### config.mk
export PLATFORM = sky130hd
export DESIGN_NAME = instr_fetch_unit
export DESIGN_NICKNAME = d
export VERILOG_FILES = /design/src/rtl/instr_fetch_unit.sv
export SDC_FILE = /design/constraint.sdc
export NUM_CORES = 1
export LEC_CHECK = 0
export ABC_AREA = 1
export BUFFER_PORTS_ARGS = -buffer_cell sky130_fd_sc_hd__buf_2
export CORE_ASPECT_RATIO = 0.9
export CORE_MARGIN = 2
export CORE_UTILIZATION = 45
export CTS_CLUSTER_DIAMETER = 100
export DETAILED_ROUTE_END_ITERATION = 8
export PLACE_DENSITY = 0.66
export SLEW_MARGIN = 20
export SYNTH_ARGS = -nofsm -noshare
export SYNTH_HDL_FRONTEND = slang
export SYNTH_SLANG_ARGS = --single-unit
### constraint.sdc
create_clock -name clk_i -period 2.64 [get_ports clk_i]
set_input_delay 0.528 -clock clk_i [delete_from_list [all_inputs] [get_ports clk_i]]
set_output_delay 0.528 -clock clk_i [all_outputs]
set_load 0.05 [all_outputs]
### src/rtl/instr_fetch_unit.sv
// Buffered instruction-fetch stage: PC generation, req/ack instruction-memory
// port, prefetch FIFO of {pc, instr} toward decode, and a redirect port.

package sp_pkg;
  localparam int unsigned ADDR_WIDTH = 16;
  localparam int unsigned DATA_WIDTH = 16;
endpackage

module instr_fetch_unit #(
  parameter int unsigned    AW        = sp_pkg::ADDR_WIDTH,
  parameter int unsigned    IW        = sp_pkg::DATA_WIDTH,
  parameter int unsigned    PC_STEP   = 2,
  parameter int unsigned    BUF_DEPTH = 4,
  parameter logic [AW-1:0]  RESET_PC  = '0
) (
  input  logic          clk_i,
  input  logic          arst_ni,
  input  logic          enable_i,
  output logic          imem_req_o,
  output logic [AW-1:0] imem_addr_o,
  input  logic          imem_ack_i,
  input  logic [IW-1:0] imem_rdata_i,
  input  logic          redirect_i,
  input  logic [AW-1:0] redirect_pc_i,
  output logic          instr_valid_o,
  input  logic          instr_ready_i,
  output logic [IW-1:0] instr_o,
  output logic [AW-1:0] instr_pc_o
);

  localparam int unsigned   CW         = $clog2(BUF_DEPTH + 1);
  localparam int unsigned   PW         = $clog2(BUF_DEPTH);
  localparam logic [AW-1:0] STEP       = AW'(PC_STEP);
  localparam logic [AW-1:0] ALIGN_MASK = ~AW'(PC_STEP - 1);

  typedef enum logic [1:0] {FETCH, FULL, FLUSH} state_t;

  state_t        state_q;
  logic [AW-1:0] fpc_q;
  logic [CW-1:0] count_q, count_d;
  logic [PW-1:0] rd_q, rd_d, wr_q;
  logic          valid_q;
  logic [AW-1:0] head_pc_q;
  logic [IW-1:0] head_instr_q;
  logic [AW-1:0] pc_mem    [BUF_DEPTH];
  logic [IW-1:0] instr_mem [BUF_DEPTH];
  logic          push, pop, bypass;

  // Request depends only on enable and state; reset forces it low at once
  assign imem_req_o    = arst_ni & enable_i & (state_q == FETCH);
  assign imem_addr_o   = fpc_q;
  assign instr_valid_o = valid_q;
  assign instr_o       = head_instr_q;
  assign instr_pc_o    = head_pc_q;

  // Redirect discards any accept or pop in its cycle
  assign push = imem_req_o & imem_ack_i & ~redirect_i;
  assign pop  = valid_q & instr_ready_i & ~redirect_i;

  // Next occupancy, read pointer and head-bypass select
  always_comb begin
    count_d = count_q;
    rd_d    = rd_q;
    bypass  = 1'b0;
    if (push && !pop) begin
      count_d = count_q + CW'(1);
    end else if (pop && !push) begin
      count_d = count_q - CW'(1);
    end
    if (pop) begin
      rd_d = rd_q + PW'(1);
    end
    // Pushed entry becomes the head when it lands where the head will point
    bypass = push && (wr_q == rd_d);
  end

  // FIFO storage; contents only matter while counted, so no reset
  always_ff @(posedge clk_i) begin
    if (push) begin
      pc_mem[wr_q]    <= fpc_q;
      instr_mem[wr_q] <= imem_rdata_i;
    end
  end

  // PC, FIFO control, registered head and fetch FSM
  always_ff @(posedge clk_i or negedge arst_ni) begin
    if (!arst_ni) begin
      state_q      <= FETCH;
      fpc_q        <= RESET_PC;
      count_q      <= '0;
      rd_q         <= '0;
      wr_q         <= '0;
      valid_q      <= 1'b0;
      head_pc_q    <= '0;
      head_instr_q <= '0;
    end else if (redirect_i) begin
      state_q <= FLUSH;
      fpc_q   <= redirect_pc_i & ALIGN_MASK;
      count_q <= '0;
      rd_q    <= '0;
      wr_q    <= '0;
      valid_q <= 1'b0;
    end else begin
      count_q <= count_d;
      rd_q    <= rd_d;
      valid_q <= (count_d != '0);
      if (push) begin
        wr_q  <= wr_q + PW'(1);
        fpc_q <= fpc_q + STEP;
      end
      if (count_d != '0) begin
        head_pc_q    <= bypass ? fpc_q        : pc_mem[rd_d];
        head_instr_q <= bypass ? imem_rdata_i : instr_mem[rd_d];
      end
      case (state_q)
        FETCH:   if (count_d == CW'(BUF_DEPTH)) state_q <= FULL;
        FULL:    if (count_d <  CW'(BUF_DEPTH)) state_q <= FETCH;
        FLUSH:   state_q <= FETCH;
        default: state_q <= FETCH;
      endcase
    end
  end

endmodule

**After elaboration in Yosys (flattened, before gate mapping)**

Memories as Yosys holds them, arrays and structs flattened. A register that Yosys moved wholly into a read port is not among the register bits.
Cells that the tools add are included.

- Memories: 2
- RAM bits: 128
- Input port bits: 38
- Output and inout bits: 50
- Logic and storage cells: 52
- Flip-flop bits (word level): 26

Memories:

| memory | depth | width | rd ports | clocked after memory_dff | write ports | RTL line | source |
|---|---|---|---|---|---|---|---|
| instr_mem | 4 | 16 | 1 | 1 | 1 | 46 | `logic [IW-1:0] instr_mem [BUF_DEPTH];` |
| pc_mem | 4 | 16 | 1 | 1 | 1 | 45 | `logic [AW-1:0] pc_mem [BUF_DEPTH];` |

- Add/subtract/negate cells: 5
- Reduce and logical (&&, ||, !) cells: 11
- Equal/unequal tests: 4
- Bitwise operators: 7
- Mux-type cells: 16
- $lt $le $gt $ge: 1

Operator list:

| operator | number |
|---|---|
| $mux W16 | 2 |
| $add A16 B2 Y16 const B | 1 |
| $mux W2 | 7 |
| $mux W3 | 3 |
| $and A1 B1 Y1 | 6 |
| $add A2 B1 Y2 const B | 2 |
| $logic_not A1 Y1 | 4 |
| $pmux W2 S2 | 1 |
| $reduce_and A2 Y1 | 2 |
| $add A3 B1 Y3 const B | 1 |
| $eq A3 B3 Y1 const B | 1 |
| $lt A3 B3 Y1 const B | 1 |
| $mux W1 | 3 |
| $ne A3 B2 Y1 const B | 1 |
| $ne A3 B3 Y1 const B | 1 |
| $reduce_bool A3 Y1 | 1 |
| $sub A3 B1 Y3 const B | 1 |
| $eq A2 B1 Y1 const B | 1 |
| $logic_and A1 B1 Y1 | 2 |
| $logic_not A2 Y1 | 1 |
| $reduce_bool A2 Y1 | 1 |
| $not A1 Y1 | 1 |

**Longest topological paths before layout**

Gate-level depths: netlist (run 1).

- Depth after elaboration: 12
- Depth in mapped cells: 14
- Depth with buffers taken out: 13

**Worst setup path before layout (run 1)**

No wires, ideal clock.

- Path type: input port to flip-flop
- Start: input arst_ni
- End: memory instr_mem[0][0] (netlist name), enable pin
- Required time: 2221 ps
- Arrival: 2587 ps
- Stages: 7
- Library setup time: 419 ps
- Slack: -367 ps
- Cells stage by stage: nand2_1 > inv_1 > nand3_2 > nor2_4 > inv_1 > clkbuf_1 > nor2_1

- Word-level cells in the longest chain between the ends: 6

Ends and longest elaborated chain:

| what | RTL line | source |
|---|---|---|
| start: declaration | 17 | `input logic arst_ni,` |
| $and A1 B1 Y1 (2 in series) | 50 | `assign imem_req_o = arst_ni & enable_i & (state_q == FETCH);` |
| $and A1 B1 Y1 (2 in series) | 57 | `assign push = imem_req_o & imem_ack_i & ~redirect_i;` |
| $mux W1 | 79 | `if (push) begin` |
| $mux W1 (not written as such) | 81 | `instr_mem[wr_q] <= imem_rdata_i;` |
| end: declaration | 46 |  |

Every way passes these cells.

**Final worst setup path (run 1)**

- Start: register fpc_q[1] (netlist: imem_addr_o[1])
- End: register fpc_q[15] (netlist: imem_addr_o[15])

- Word-level cells in the longest chain between the ends: 3

Ends and longest elaborated chain:

| what | RTL line | source |
|---|---|---|
| start: declaration | 39 | `logic [AW-1:0] fpc_q;` |
| start signal: assignment | 98 | `fpc_q <= redirect_pc_i & ALIGN_MASK;` |
| start signal: assignment | 109 | `fpc_q <= fpc_q + STEP;` |
| $add A16 B2 Y16 | 109 |  |
| $mux W16 | 107 | `if (push) begin` |
| $mux W16 | 96 | `end else if (redirect_i) begin` |

Every way passes these cells. The select of a mux whose other input is x is not followed.
A chain may end at the register's enable or synchronous reset.

==> run metrics, run 1 <==
overall power approximately 8200 µW; port buffer count 84; kind of cell adding the most delay to the critical path simple AND/OR/NAND/NOR gates; post-route minimum period 2160 ps; FF-to-FF End imem_addr_o[15]$_DFFE_PN0N_; CP startpoint kind flop; Worst Max-Slew Pin Slew 782.7 ps; cell mode on critical path nand3_1; Seq/Total Area, Yosys 61.35%; count leader, synth nand2_1; routed wire length about 20 mm; Num CTS Buffers 17; hold crit path type in -> reg; final hold violations 0; core area 0.01829 mm²; Post-synth top cells nand2_1, nand3_1, edfxtp_1; ANT cells 0; share of the cycle needed by the critical path after routing 81.80%; final setup fails 0; Crit Path Class reg -> reg; Crit path largest cell delay approximately 600 ps; Hold Path Origin redirect_pc_i[10]; CP max FO 10; std cell rows 47; status finished clean; Register Area 0.005125 mm²; reg2reg start imem_addr_o[1]$_DFFE_PN0N_; Synth async-reset ratio roughly 31%; Syn Inst Count between 800 and 900; die width 147.6 µm; fill cell count between 1,500 and 2,000; Fmax achieved 463.0 MHz; # IOs between 80 and 90; nets around 1,000; GRT overflow 0; Die Area 0.01967 mm²; FF-to-FF path depth 8; cell taking the most area after synthesis edfxtp_1; Synth top area share 44.58%; Area Overhead vs Synth 16.34%; initial antenna violation count 0; Cell Pwr Density 839.9 mW/mm²; crit path capture type flop; DRC errors left 0; Post-CTS Repair Setup Buffers 0; synthesized cell area 0.008353 mm²; Starting DRT DRC Count 473; Buf/Inv on CP 0; Clk Latency, worst-skew pair 430 ps; max_cap viols 0; Leak around 0.0045 µW; #FFs+latches synth 180; Distinct cells, synth 32; Starting Density 45.67%; DRT Pass-1 Iters 5; FF-to-FF setup slack around 480 ps; first-pass GRT wire length 32.25 mm; routed len/inst 16.34 µm; DR vias/cell 5.150; Total Routing Usage GR 21.37%; RSZ-0062 raised after global routing no; post-CTS resize count 0; Post-synth EDFFs 124; share of cells above drive strength 1 between 10% and 20%; Ys Warns 0; Avg Cell Area, Syn approximately 9.4 µm²; post-DP HPWL 12.09 mm; area of the multi-input gates 0.002763 mm²; clock sink total 180; top post-synthesis cells by area edfxtp_1, dfrtp_1, nand2_1; crit path cell chain ha_1 > nand3_1 > nor2_1 > nand3_1 > nor3_1 > nand3_1 > nand3_1 > nand3_1; Slowest cell on crit path dfrtp_1; vias in the first global route 6,058; Slew Limit Fails 0; Final ANT Viol Nets 0; CTS tree built; via count 6,329; H-tree Lvls 4; Main synth FF type edfxtp_1; setup TNS 0 ps; routability cong. approximately 0.8; headroom to the max-slew limit between 40% and 50%; clock buffer depth 2; Hold Path End imem_addr_o[10]$_DFFE_PN0N_; required time of the worst setup path between 2000 and 3000 ps; worst path arrival time 2470 ps; largest net degree at the start of global routing 64; Hold-fix buffers, CTS 0; CTS root buf clkbuf_16; maximum vdd drop 0.6624 mV; hold path depth 3; die height 133.3 µm; clock transition at the registers of the reported paths 70 ps; Final Skew roughly 8.7 ps
==> per-layer routing <==
| layer | GRT usage, % | share of wire [%] | vias to the layer above |
|---|---|---|---|
| li1 | - | - | 3095 |
| met1 | 29.30 | 45 | 3021 |
| met2 | 34.08 | 47 | 188 |
| met3 | 4.658 | 6.1 | 25 |
| met4 | 7.158 | 1.3 | 0 |
| met5 | 0 | 0 | - |
==> through the flow <==
stage	std cells	util (%)	setup slack [ps]	hold WS, ps	area, µm²
2_1_floorplan	885	-	-366.5	232.4	8357
4_1_cts	1229	53.14	499.6	291.0	9718
3_5_place_dp	1197	49.98	75.66	490.1	9140
3_3_place_gp	1197	49.98	121.7	486.3	9140
5_1_grt	1229	53.14	228.5	304.8	9718
6_report	1229	53.14	480.4	306.9	9718
==> cell usage in the layout (no fill, tap or decap), types with 5 or more instances in the layout <==
cell type / Yosys / final
nand2_1: 336 / 336
nand3_1: 146 / 146
edfxtp_1: 124 / 124
buf_2: 21 / 84
inv_1: 62 / 62
dfrtp_1: 56 / 56
nand3b_1: 31 / 31
buf_4: 8 / 30
nor2_1: 23 / 19
clkbuf_16: 0 / 17
xor2_1: 8 / 8
ha_1: 7 / 7
o21ai_0: 5 / 5
==> cells by family after synthesis <==
kind of cell | Yosys count | share of synthesized area (%)
simple gates | 553 | 29.19
flops | 180 | 61.35
buf+inv | 114 | 5.797
compound gates | 18 | 1.408
xor+xnor | 11 | 1.153
fa+ha+maj | 7 | 1.048
other cells | 1 | 0.04489
==> power breakdown <==
group | internal (µW) | switching (µW) | total (µW)
registers | 3310 | 205 | 3520
clock network | 1410 | 1050 | 2460
logic | 530 | 1650 | 2180
==> registers in the layout, indices dropped and copies added (netlist names) <==
name           cells
pc_mem            60
state_q            2
rd_q               2
imem_addr_o       15
instr_valid_o      1
count_q            3
wr_q               2
instr_pc_o        15
instr_mem         64
instr_o           16
==> how the worst max path moves through the flow <==
stage                               startpoint                          end  slack [ps]  cells after the start
floorplan                              arst_ni    instr_mem[0][0]$_DFFE_PP_        -370                      7
finish              imem_addr_o[1]$_DFFE_PN0N_  imem_addr_o[15]$_DFFE_PN0N_         480                      8
CTS                 imem_addr_o[1]$_DFFE_PN0N_  imem_addr_o[15]$_DFFE_PN0N_         500                      8
global route        imem_addr_o[1]$_DFFE_PN0N_  imem_addr_o[15]$_DFFE_PN0N_         230                      8
detailed placement                  redirect_i       instr_o[1]$_DFFE_PN0P_          80                     11
global placement                    redirect_i       instr_o[1]$_DFFE_PN0P_         120                     11
==> worst reg2reg max path, stage by stage (launching register included) <==
cell and delay (ps):
dfrtp_1 590, ha_1 260, nand3_1 130, nor2_1 180
nand3_1 180, nor3_1 380, nand3_1 130, nand3_1 130
nand3_1 70
==> layout make-up <==
cell class                      instances  share of cell area, %
Tap cell                              245                  3.154
Inverter                               64                  2.472
Clock inverter                         13                  1.391
Sequential cell                       180                  52.74
Timing Repair Buffer                  117                  7.261
Multi-Input combinational cell        591                  28.43
Clock buffer                           19                  4.558
Power figures use the tool's default switching activity.
==> run 2, diff against run 1 <==
PLACE_DENSITY = 0.64   (was 0.66)
clock period = 2 ns   (was 2.64 ns; I/O delays follow)
==> run metrics, run 2 (same netlist as run 1, synthesis figures left out) <==
status finished clean; initial antenna violation count 0; final core occ 55.70%; Total Routing Usage GR between 20% and 30%; routability cong. about 0.8; std cell rows between 40 and 50; Clk Latency, worst-skew pair 440 ps; Leak roughly 0.0047 µW; CP max FO 16; DRT Pass-1 Iters 5; largest net degree at the start of global routing 43; clock transition at the registers of the reported paths 70 ps; Die Area 0.01967 mm²; post-DP HPWL roughly 13 mm; routed len/inst ~16 µm; most frequent cells in the layout nand2_1, nand3_1, edfxtp_1; Worst Max-Slew Pin Slew approximately 570 ps; GRT overflow 0; first-pass GRT wire length 32.31 mm; setup TNS 0 ps; die height 133.3 µm; final cell count without fillers between 1,000 and 1,500; Placed Cells 1,218; post-route minimum period ~1800 ps; Area Overhead vs Synth 21.94%; RSZ-0062 raised after global routing no; core area between 0.015 and 0.02 mm²; Cell Pwr Density between 1000 and 1500 mW/mm²; final hold violations 0; final setup fails 0; crit path capture type flop; Starting DRT DRC Count between 400 and 500; PnR worst setup slack 181.9 ps; vias in the first global route 6,066; ANT cells 0; required time of the worst setup path about 2400 ps; CTS tree built; max FFs per register 64; Top reg by flops instr_mem; H-tree Lvls 4; Final Skew 7.984 ps; maximum vdd drop ~0.74 mV; routed wire length 20.52 mm; clock buffer depth 2; cell mode on critical path nand2_1; # IOs 88; CTS root buf clkbuf_16; most common cell after layout, fill and taps aside nand2_1; die width 147.6 µm; Starting Density between 40% and 50%; worst slack at placement between 10 and 15 ps; via count between 6,000 and 7,000; Slowest cell on crit path dfrtp_1; Fmax achieved 550.0 MHz; headroom to the max-slew limit 62.25%; kind of cell adding the most delay to the critical path simple AND/OR/NAND/NOR gates; share of cells above drive strength 1 around a fifth; share of the cycle needed by the critical path after routing between 90% and 100%; Crit path largest cell delay 410 ps; nets 1,039; port buffer count between 80 and 90; Buf/Inv on CP 1; crit path cell chain nand3_2 > nand2_4 > nand2_2 > nand2_1 > nand3_1 > nor2_4 > buf_12 > nand2_1 > nand2_1 > nand3_1 > nand2_1; hold crit path type in -> async; Crit Path Class reg -> reg; max_cap viols 0; Num CTS Buffers 17; CP startpoint kind flop; DRC errors left 0; Hold-fix buffers, CTS 0; Hold Slack 16.73 ps; worst path arrival time 2200 ps; Slew Limit Fails 0; Final ANT Viol Nets 0; clock sink total 180; DR vias/cell 5.072
run 2: final cells by class:
cell class / count / area (µm²)
Clock buffer: 19 / 442.9
Clock inverter: 13 / 180.2
Fill cell: 1588 / 8103
Inverter: 64 / 240.2
Multi-Input combinational cell: 591 / 2805
Sequential cell: 180 / 5127
Tap cell: 245 / 306.5
Timing Repair Buffer: 140 / 1084
run 2: final timing paths:
path / startpoint / endpoint / slack [ps] / cells after the start
setup / recovery: instr_valid_o$_DFF_PN0_ / instr_o[12]$_DFFE_PN0P_ / 180 / 11
hold / removal: arst_ni / instr_pc_o[5]$_DFFE_PN0P_ / 20 / 2
setup reg to reg: instr_valid_o$_DFF_PN0_ / instr_o[12]$_DFFE_PN0P_ / 180 / 11
hold reg to reg: instr_pc_o[2]$_DFFE_PN0P_ / instr_pc_o[2]$_DFFE_PN0P_ / 500 / 2
max in group asynchronous: arst_ni / imem_addr_o[2]$_DFFE_PN0N_ / 1140 / 3
min in group clk_i: redirect_pc_i[4] / imem_addr_o[4]$_DFFE_PN0N_ / 180 / 3
run 2: per-layer routing:
layer	share of wire (%)	GRT usage (%)	vias up
met3	4.8	4.212	20
li1	-	-	3136
met1	47	29.95	3034
met5	0	0	-
met4	1.2	7.051	0
met2	47	33.77	160
run 2: worst register-to-register path, delay by kind of cell (launching register included):
family | cells | cell delay [ps]
buf+inv | 1 | 200
flops | 1 | 410
simple gates | 10 | 1170
run 2: report_power, final:
part,switching [µW],internal (µW)
Sequential,233,4380
Combinational,2230,768
Clock,1420,2120
run 2: metrics by stage:
step	cell area, µm²	power, µW
floorplan	8412	6813
global placement	9515	7649
detailed placement	9515	7673
CTS	10140	11200
global route	10190	11620
finish	10190	11150
run 2: repair_timing:
| action | CTS | global route |
|---|---|---|
| setup buffers | 0 | 1 |
| gates resized for setup | 0 | 4 |
| setup endpoints to repair | 0 | 28 |
==> run 3, diff against run 2 <==
CTS_BUF_LIST = sky130_fd_sc_hd__clkbuf_8   (was default)
clock period = 1.8 ns   (was 2 ns; I/O delays follow)
==> run metrics, run 3 (same netlist as run 1, synthesis figures left out) <==
status finished, violations left; violated checks negative setup slack; RSZ-0062 raised after global routing yes; worst path arrival time 2220 ps; routed len/inst ~17 µm; PnR worst setup slack -9.768 ps; DRC errors left 0; via count 6,558; overall power 11,640 µW; headroom to the max-slew limit 49.27%; Buf/Inv on CP 2; Clk Latency, worst-skew pair 470 ps; Hold Slack around 110 ps; std cell rows 47; kind of cell adding the most delay to the critical path simple AND/OR/NAND/NOR gates; Worst Max-Slew Pin Slew 761.0 ps; hold crit path type in -> reg; clock sink total 180; crit path cell chain nand2_1 > nor2_2 > buf_4 > nand2_1 > nand2_1 > nand3_1 > nand2_2 > nand2_4 > nand2_8 > clkbuf_16 > nand3_1 > nand2_1; Num CTS Buffers 17; port buffer count 84; max FFs per register 64; clock transition at the registers of the reported paths 90 ps; Hold Path Origin redirect_pc_i[10]; # IOs 88; share of the cycle needed by the critical path after routing 100.5%; share of cells above drive strength 1 25.99%; Leak roughly 0.0048 µW; Starting Density a little under half; die width 147.6 µm; routed wire length 22.06 mm; CTS tree built; Die Area 0.01967 mm²; Total Routing Usage GR 21.47%; FF-to-FF setup slack -10 ps; Crit Path Class reg -> reg; Area Overhead vs Synth 27.55%; DR vias/cell between 5 and 6; post-route minimum period 1810 ps; CP startpoint instr_valid_o$_DFF_PN0_; Placed Cells 1,223; DRT Pass-1 Iters 5; Slowest cell on crit path dfrtp_2; largest net degree at the start of global routing 57; Slew Limit Fails 0; nets 1,063; most frequent cells in the layout nand2_1, nand3_1, edfxtp_1; CP max FO 11; Starting DRT DRC Count 464; Final ANT Viol Nets 0; maximum vdd drop 0.9660 mV; Area after DPL 0.009590 mm²; GRT overflow 0; max_cap viols 0; clock buffer depth 2; H-tree Lvls 4; Crit path largest cell delay roughly 430 ps; cell mode on critical path nand2_1; core area 0.01829 mm²; fill cell count 1,554; vias in the first global route just over 6,000; reg2reg start instr_valid_o$_DFF_PN0_; Fmax achieved approximately 550 MHz; most common cell after layout, fill and taps aside nand2_1; initial antenna violation count 1; Final Skew 15.37 ps; first-pass GRT wire length ~33 mm; routability cong. 0.7856; post-DP HPWL around 13 mm; final hold violations 0; Top reg by flops instr_mem; CP startpoint kind flop; final setup fails 7; Cell Pwr Density 1092 mW/mm²; required time of the worst setup path 2210 ps; final cell count without fillers 1,277; CTS root buf clkbuf_8; Finished Cell Area 0.01065 mm²; crit path capture type flop; die height 133.3 µm
## run 3: changes by cell type in the layout (fill, tap and decap cells not counted), sizes merged, moves of 2 or more
| cell | change |
|---|---|
| clkbuf | +6 |
| clkinvlp | +2 |
| clkinv | -2 |
| buf | +18 |
## run 3: routing by layer
metal	vias up	GRT usage (%)	wire length [µm]
li1	3197	-	-
met1	3163	29.97	9975
met2	182	34.19	10580
met3	16	4.418	1262
met4	0	6.410	246
met5	-	0	0
## run 3: path summary, 6_finish.rpt
check | end | cells past startpoint
min in group asynchronous | instr_pc_o[5]$_DFFE_PN0P_ | 2
max | instr_o[9]$_DFFE_PN0P_ | 12
max reg2reg | instr_o[9]$_DFFE_PN0P_ | 12
min reg2reg | instr_pc_o[14]$_DFFE_PN0P_ | 2
max in group asynchronous | imem_addr_o[1]$_DFFE_PN0N_ | 2
min | imem_addr_o[10]$_DFFE_PN0N_ | 3
## run 3: timing repair
item,CTS,global route
gates resized for setup,6,85
pin swaps,1,14
hold buffers,0,0
gates cloned,0,8
endpoints found under the setup margin,32,133
buffers inserted,0,13
## run 3: power by group
group          leakage (µW)  internal, µW  total, µW  switching, µW
clock network      0.000207          1440       2910           1460
registers           0.00181          4860       5170            304
logic               0.00280          1000       3560           2560
total               0.00482          7300      11600           4330
## run 3: per-stage QoR
| stage | worst slack [ps] | TNS (ps) | util [%] |
|---|---|---|---|
| 4_1_cts | -26.24 | -35.58 | 54.84 |
| 2_1_floorplan | -171.4 | -24180 | - |
| 3_5_place_dp | -167.8 | -13440 | 52.44 |
| 3_3_place_gp | -140.8 | -12710 | 52.44 |
| 5_1_grt | -128.3 | -3454 | 58.25 |
| 6_report | -9.768 | -32.29 | 58.25 |
## run 3: area by class of cell
cell class / instances / area [µm²] / share of cell area (%)
clock inverter: 13 / 156.4 / 1.468
tap: 245 / 306.5 / 2.877
sequential: 180 / 5139 / 48.23
multi-input combinational: 591 / 3072 / 28.83
clock buffer: 19 / 261.5 / 2.454
timing repair buffer: 164 / 1474 / 13.83
inverter: 64 / 242.7 / 2.278
antenna: 1 / 2.502 / 0.02349
## run 3: worst reg2reg max path, stage by stage (launching register included)
cell	delay (ps)
dfrtp_2	430
nand2_1	90
nor2_2	120
buf_4	140
nand2_1	100
nand2_1	110
nand3_1	90
nand2_2	140
nand2_4	90
nand2_8	130
clkbuf_16	180
nand3_1	70
nand2_1	70
